$ cat config.mk
export PLATFORM = sky130hd
export DESIGN_NAME = icache_line_fill
export DESIGN_NICKNAME = d
export VERILOG_FILES = /design/src/rtl/icache_pkg.sv /design/src/rtl/icache_line_fill.sv
export SDC_FILE = /design/constraint.sdc
export NUM_CORES = 1
export LEC_CHECK = 0
export BUFFER_PORTS_ARGS = -buffer_cell sky130_fd_sc_hd__buf_2
export CAP_MARGIN = 20
export CORE_AREA = 2 2 255 257
export DETAILED_ROUTE_END_ITERATION = 7
export DIE_AREA = 0 0 257 259
export PLACE_DENSITY = 0.58
export SLEW_MARGIN = 25
export SYNTH_ARGS = -nofsm -noshare
export SYNTH_HDL_FRONTEND = slang
export SYNTH_SLANG_ARGS = --single-unit
$ cat constraint.sdc
create_clock -name clk_i -period 3.1 [get_ports clk_i]
set_input_delay 0.93 -clock clk_i [delete_from_list [all_inputs] [get_ports clk_i]]
set_output_delay 0.93 -clock clk_i [all_outputs]
set_load 0.005 [all_outputs]
$ cat src/rtl/icache_pkg.sv
// icache_pkg: default geometry, derived sizes and fill FSM state encoding
// shared by the instruction-cache line-fill engine.
package icache_pkg;

  localparam int BLOCK_BITS  = 512;
  localparam int BEAT_BITS   = 32;
  localparam int ADDR_BITS   = 32;

  localparam int BEATS       = BLOCK_BITS / BEAT_BITS;
  localparam int OFFSET_BITS = $clog2(BLOCK_BITS / 8);
  localparam int BEAT_SEL    = $clog2(BEATS);

  typedef enum logic [1:0] {
    IDLE  = 2'd0,
    FETCH = 2'd1,
    RESP  = 2'd2
  } fill_state_t;

endpackage

$ cat src/rtl/icache_line_fill.sv
// icache_line_fill: turns an ICache line miss into BEATS sequential word reads,
// assembles the returned beats into one line and presents it to the cache with
// a one-cycle valid pulse.
// Optional feature macro: ICACHE_FILL_CWF_EN (critical word first issue order).
module icache_line_fill
  import icache_pkg::*;
#(
  parameter int BLOCK_BITS = icache_pkg::BLOCK_BITS,
  parameter int BEAT_BITS  = icache_pkg::BEAT_BITS,
  parameter int ADDR_BITS  = icache_pkg::ADDR_BITS
) (
  input  logic                  clk_i,
  input  logic                  rst_n_i,
  input  logic                  req_i,
  input  logic [ADDR_BITS-1:0]  req_addr_i,
  output logic [BLOCK_BITS-1:0] fill_data_o,
  output logic [ADDR_BITS-1:0]  fill_addr_o,
  output logic                  fill_valid_o,
  output logic                  mem_rd_o,
  output logic [ADDR_BITS-1:0]  mem_addr_o,
  input  logic                  mem_ready_i,
  input  logic [BEAT_BITS-1:0]  mem_rdata_i,
  input  logic                  mem_rvalid_i
);

  localparam int BEATS       = BLOCK_BITS / BEAT_BITS;
  localparam int OFFSET_BITS = $clog2(BLOCK_BITS / 8);
  localparam int BEAT_SEL    = $clog2(BEATS);
  localparam int WORD_LSB    = $clog2(BEAT_BITS / 8);
  localparam int CNT_W       = BEAT_SEL + 1;

  localparam logic [CNT_W-1:0] BEATS_C = CNT_W'(BEATS);
  localparam logic [CNT_W-1:0] LAST_C  = CNT_W'(BEATS - 1);

  // Slice index of the n-th beat: rotation from the first beat, wrapping in the line.
  function automatic logic [BEAT_SEL-1:0] beat_idx(input logic [BEAT_SEL-1:0] first,
                                                   input logic [BEAT_SEL-1:0] n);
    return first + n;
  endfunction

  fill_state_t                     state_q, state_d;
  logic [ADDR_BITS-1:0]            line_addr_q, line_addr_d;
  logic [CNT_W-1:0]                issue_cnt_q, issue_cnt_d;
  logic [CNT_W-1:0]                recv_cnt_q, recv_cnt_d;
  logic [BEATS-1:0][BEAT_BITS-1:0] line_q, line_d;
  logic [BEAT_SEL-1:0]             first_beat;
  logic                            mem_rd;

`ifdef ICACHE_FILL_CWF_EN
  logic [BEAT_SEL-1:0]             word_off_q, word_off_d;
  logic                            unused_addr_bits;

  assign first_beat       = word_off_q;
  assign unused_addr_bits = ^req_addr_i[WORD_LSB-1:0];
`else
  logic                            unused_addr_bits;

  // Ascending order: every fill starts at offset 0 of the line.
  assign first_beat       = '0;
  assign unused_addr_bits = ^req_addr_i[OFFSET_BITS-1:0];
`endif

  // Issue requests only in FETCH and only until all beats have been accepted.
  assign mem_rd = (state_q == FETCH) && (issue_cnt_q < BEATS_C);

  // Next-state, counter, address-latch and line-assembly logic.
  always_comb begin
    state_d     = state_q;
    line_addr_d = line_addr_q;
    issue_cnt_d = issue_cnt_q;
    recv_cnt_d  = recv_cnt_q;
    line_d      = line_q;
`ifdef ICACHE_FILL_CWF_EN
    word_off_d  = word_off_q;
`endif
    case (state_q)
      IDLE: begin
        if (req_i) begin
          line_addr_d = {req_addr_i[ADDR_BITS-1:OFFSET_BITS], {OFFSET_BITS{1'b0}}};
`ifdef ICACHE_FILL_CWF_EN
          word_off_d  = req_addr_i[OFFSET_BITS-1:WORD_LSB];
`endif
          issue_cnt_d = '0;
          recv_cnt_d  = '0;
          state_d     = FETCH;
        end
      end
      FETCH: begin
        if (mem_rd && mem_ready_i) begin
          issue_cnt_d = issue_cnt_q + 1'b1;
        end
        // Responses come back in issue order, so recv_cnt names the slice.
        if (mem_rvalid_i) begin
          line_d[beat_idx(first_beat, recv_cnt_q[BEAT_SEL-1:0])] = mem_rdata_i;
          recv_cnt_d = recv_cnt_q + 1'b1;
          if (recv_cnt_q == LAST_C) begin
            state_d = RESP;
          end
        end
      end
      RESP: begin
        state_d = IDLE;
      end
      default: begin
        state_d = IDLE;
      end
    endcase
  end

  // State and datapath registers; reset clears everything so outputs drop at once.
  always_ff @(posedge clk_i or negedge rst_n_i) begin
    if (!rst_n_i) begin
      state_q     <= IDLE;
      line_addr_q <= '0;
      issue_cnt_q <= '0;
      recv_cnt_q  <= '0;
      line_q      <= '0;
`ifdef ICACHE_FILL_CWF_EN
      word_off_q  <= '0;
`endif
    end else begin
      state_q     <= state_d;
      line_addr_q <= line_addr_d;
      issue_cnt_q <= issue_cnt_d;
      recv_cnt_q  <= recv_cnt_d;
      line_q      <= line_d;
`ifdef ICACHE_FILL_CWF_EN
      word_off_q  <= word_off_d;
`endif
    end
  end

  // Beat address keeps the line's upper bits untouched, so it never leaves the line.
  assign mem_rd_o     = mem_rd;
  assign mem_addr_o   = mem_rd ? {line_addr_q[ADDR_BITS-1:OFFSET_BITS],
                                  beat_idx(first_beat, issue_cnt_q[BEAT_SEL-1:0]),
                                  {WORD_LSB{1'b0}}}
                               : '0;
  assign fill_valid_o = (state_q == RESP);
  assign fill_addr_o  = line_addr_q;
  assign fill_data_o  = line_q;

endmodule

# Word level (Yosys, flattened, before mapping)
# Cells that the tools add are included.
totals:
  output_inout_bits: 578
  memories: 0
  input_bits: 69
  latch_bits: 0
  ramBits: 0
  mem_bits_ro: 0
  register_bits: 550
classes:
  eq_ne: 7
  muxes: 13
  n_div: 0
  reduce_logical: 10
  addsub: 2
  multipliers: 0
  shifts: 0
  magnitude_cmp: 3
  bitwise_logic: 0
op_table:
  columns: ["cell", "count"]
  rows:
  - ["512-bit bitwise mux", 1]
  - ["32-bit demux with 4-bit select", 1]
  - ["32-bit 2-to-1 mux", 2]
  - ["5-bit one-hot mux with 2 select lines", 2]
  - ["5-bit 2-to-1 mux", 3]
  - ["5-bit by 1-bit adder with 5-bit output (second input constant)", 2]
  - ["3-bit AND reduction", 3]
  - ["2-bit 2-to-1 mux", 3]
  - ["5-bit by 4-bit equality test with 1-bit output (second input constant)", 1]
  - ["4-bit by 5-bit less-than comparator with 1-bit output (second input constant)", 1]
  - ["5-bit less-than comparator (second input constant)", 1]
  - ["4-bit by 1-bit >= comparator with 1-bit output (second input constant)", 1]
  - ["2-bit by 1-bit != test with 1-bit output (second input constant)", 2]
  - ["2-bit != test (second input constant)", 2]
  - ["2-bit one-hot mux with 2 select lines", 1]
  - ["2-bit AND reduction", 2]
  - ["1-bit logical AND", 3]
  - ["2-bit by 1-bit equality test with 1-bit output (second input constant)", 1]
  - ["2-bit equality test (second input constant)", 1]
  - ["2-bit zero test", 1]
  - ["2-bit nonzero test", 1]

# Longest topological paths before layout
logic_depth:
  depth_word: 5
  mapped_depth: 7
  mapped_depth_nobuf: 5

# Least setup slack after synthesis
# Ideal clock, no wire load.
synth_timing:
  path_type: "input port to flip-flop"
  startpoint: "in mem_rvalid_i"
  endpoint: "reg line_q (netlist bit fill_data_o[32])"
  n_path_buf: 3
  path_stages: 6
  t_arrival_ns: 2.118
  path_slack_ns: 0.855
  path_cell_list: "buf_4 nand4b_1 or3_1 clkbuf_2 buf_6 mux2_1"
synth_via:
  elab_chain_len: 1
synth_lines:
  columns: ["element", "line_no", "text"]
  rows:
  - ["from (decl)", "icache_line_fill.sv:23", "input logic mem_rvalid_i"]
  - ["2-bit AND reduction (no source line)", null, null]
  - ["to (signal assigned)", "icache_line_fill.sv:126", "line_q <= line_d;"]
  - ["to (decl)", "icache_line_fill.sv:45", "logic [BEATS-1:0][BEAT_BITS-1:0] line_q, line_d;"]
# Every way passes these cells.
# A chain may end at the register's enable or synchronous reset.

# Worst setup path in the final report
layout_timing:
  startpoint: "reg state_q[1]"
  endpoint: "out mem_addr_o[3]"
layout_via:
  elab_chain_len: 3
layout_lines:
  columns: ["element", "line_no", "text"]
  rows:
  - ["from (decl)", "icache_line_fill.sv:41", "fill_state_t state_q, state_d;"]
  - ["from (signal assigned)", "icache_line_fill.sv:122", "state_q <= state_d;"]
  - ["2-bit by 1-bit equality test with 1-bit output", "icache_line_fill.sv:64", "assign mem_rd = (state_q == FETCH) && (issue_cnt_q < BEATS_C);"]
  - ["1-bit logical AND", "icache_line_fill.sv:64", null]
  - ["32-bit 2-to-1 mux", "icache_line_fill.sv:135", "assign mem_addr_o = mem_rd ? {line_addr_q[ADDR_BITS-1:OFFSET_BITS],"]
  - ["to (decl)", "icache_line_fill.sv:20", "output logic [ADDR_BITS-1:0] mem_addr_o,"]
# Every way passes these cells.

==> impl_metrics.tcl <==
set metrics [dict create \
    grt_util_met3_pct 4.950 \
    final_cell_count_no_fill 2841 \
    chipWidth_um 257 \
    cts.sinks 550 \
    synth.area.mux_share_pct 29.07 \
    avgSynthCellArea_um2 16.29 \
    power_leakage_nw 13.98 \
    cts_buffers 59 \
    cap_violations 0 \
    layout_commonest_cell "buf_2" \
    drv_slew 0 \
    grtUsageMet1_pct 23.16 \
    nets 2014 \
    drc_errors 0 \
    yosysSeqAreaShare_pct 65.22 \
    grtUsageTotal_pct 18.76 \
    drive_above_1_share_pct 66.72 \
    grt_first_pass_wirelength_um 94950 \
    rsz0062_at_grt "no" \
    place_congestion 0.7744 \
    firstDrtPassIters 4 \
    worstSetupEndpointType "output pin" \
    initial_core_util_pct 33.03 \
    r2r_end "fill_data_o[84]" \
    post-cts-setup-buffers 0 \
    power_mw 28.80 \
    cp_num_buf_inv 2 \
    setup_viol 0 \
    synth_top_family_by_area "multiplexers" \
    synth-adder-area-share_pct 0.3558 \
    drt-initial-drc-count 614 \
    finalHoldViolations 0 \
    synth_xor_area_share_pct 0.04151 \
    vias_per_cell 4.695 \
    clock.fmax_mhz 340.2 \
    dp.cells 2733 \
    r2r-start "recv_cnt_q[0]" \
    met2_usage_pct 31.97 \
    ctsHtreeMaxLevel 2 \
    crit_type "reg2out" \
    worstSkewPairLatency_ps 610 \
    fin_tns_setup_ps 0 \
    grt_pass1_vias 14450 \
    cts_tree "done" \
    outcome "finished clean" \
    finalCriticalPeriod_ps 2940 \
    path_max_fanout 31 \
    slowest_delay_ps 490 \
    clock_skew_ps 18.57 \
    area_delta_synth_final_pct 29.54 \
    cp.arrival_ps 2010 \
    rrSetupSlack_ps 910 \
    ant_nets 0 \
    hold_class "in2async" \
    clkTransAtPathRegs_ps 70 \
    num_rows 93 \
    busiest_layer "met2" \
    dieArea_mm2 0.06656 \
    wire_per_inst_um 22.34 \
    diodes 0 \
    finalCritPeriodShare_pct 94.83 \
    max_slew_margin_pct 54.50 \
    ys_types 36 \
    io_pins 647 \
    p_per_area_mw_per_mm2 1054 \
    nFillCells 5929 \
    die_y_um 259 \
    yosysWarningCount 0 \
    antenna_found_initial 1 \
    core_mm2 0.06388 \
    synth_seq_cells 550 \
    crit_required_ps 2170 \
    synth_compound_area_share_pct 0.4625 \
    synthSimpleGateAreaFrac_pct 2.087 \
    peakVddDrop_mv 0.5198 \
    routed_wl_um 63460 \
    grt_max_degree 87 \
    num_vias 13340 \
    crit_path_cell_trace "nand2b_1 -> nor2_1 -> buf_6 -> and2_1 -> buf_2" \
    r2r_cells 6 \
    synthesis.instances 1295 \
    crit_family "simple AND/OR/NAND/NOR gates" \
    port_buffers 632 \
    worst_setup_path_start_kind "flip-flop" \
    cts-root-buf "clkbuf_16" \
    cts_buffer_depth 3 \
    crit_slowest_cell "dfrtp_1" \
    tightest_slew_ps 682.5 \
    dp_hpwl_um 44730 \
    syn_area_mm2 0.02110 \
    overflow 0 \
    layout_common_cells "buf_2 (631), dfrtp_1 (550), mux2_2 (522), clkbuf_16 (59), buf_4 (36)" \
]
power by group:
group / internal [mW] / total [mW] / switching [mW]
logic: 5.35 / 9.62 / 4.26
clock network: 4.07 / 7.04 / 2.97
registers: 10.5 / 12.1 / 1.68
worst max-delay path by stage:
stage / start / to / slack (ps) / cells after the start
floorplan: mem_rvalid_i / fill_data_o[32] / 850 / 6
global placement: mem_rvalid_i / fill_data_o[32] / 480 / 5
detailed placement: mem_rvalid_i / fill_data_o[84] / 460 / 5
CTS: state_q[1] / mem_addr_o[3] / 70 / 5
global route: state_q[1] / mem_addr_o[16] / 20 / 5
finish: state_q[1] / mem_addr_o[3] / 160 / 5
state kept, by name, indices dropped and copies added, names as in the netlist:
register and cells:
state_q 2, fill_data_o 512, issue_cnt_q 5, fill_addr_o 26, recv_cnt_q 5
metal layers:
| layer | wire length, µm | up-vias |
|---|---|---|
| met3 | 4114 | 106 |
| met2 | 31480 | 439 |
| met4 | 1924 | 0 |
| met1 | 25940 | 6995 |
| met5 | 0 | - |
| li1 | - | 5798 |
Yosys cell counts, drive strengths merged:
cell type	n	area share, %
o22ai	3	0.089
a32o	1	0.047
a22o	4	0.17
nor3b	3	0.11
o2bb2ai	1	0.042
a21oi	1	0.024
a21o	1	0.036
nand3	3	0.071
o21ai	1	0.024
inv	4	0.071
or3	5	0.15
conb	1	0.018
nor2b	1	0.030
o21bai	1	0.036
mux2	539	29
nor2	14	0.25
nand3b	1	0.036
and2	30	0.89
clkbuf	40	0.72
xor2	1	0.042
nand2	3	0.053
and2b	1	0.036
nor4bb	1	0.047
mux2i	3	0.14
nand4b	4	0.17
and3	3	0.089
buf	64	2.0
dfrtp	550	65
nor3	1	0.047
ha	6	0.36
nand2b	4	0.12
repair_timing:
action	CTS	global route
hold buffers	0	0
endpoints found under the setup margin	0	26
gates resized for setup	0	1
metrics by stage:
step	worst slack, ps	hold slack [ps]	utilization (%)	cell area, µm²
2_1_floorplan	855.0	472.9	-	21130
3_3_place_gp	478.9	468.2	39.76	25400
3_5_place_dp	457.4	475.4	39.76	25400
4_1_cts	66.74	250.4	42.78	27330
5_1_grt	17.80	278.1	42.79	27340
6_report	160.1	272.5	42.79	27340
kinds of logic (layout without fill, tap and decap cells):
kind of cell    count (synthesis)  in the layout
flops                         550            550
mux                           542            542
buf+inv                       108            792
simple gates                   74             74
compound gates                 13             13
fa+ha+maj                       6              6
other cells                     1              8
xor+xnor                        1              1
cell type report:
type | count | area (µm²) | share of cell area, %
Sequential cell | 550 | 13760 | 50.35
Multi-Input combinational cell | 644 | 6878 | 25.16
Timing Repair Buffer | 680 | 3675 | 13.44
Clock buffer | 76 | 1600 | 5.854
Tap cell | 855 | 1070 | 3.914
Clock inverter | 32 | 334.1 | 1.222
Inverter | 4 | 15.01 | 0.05493
(Power assumes the default switching activity.)
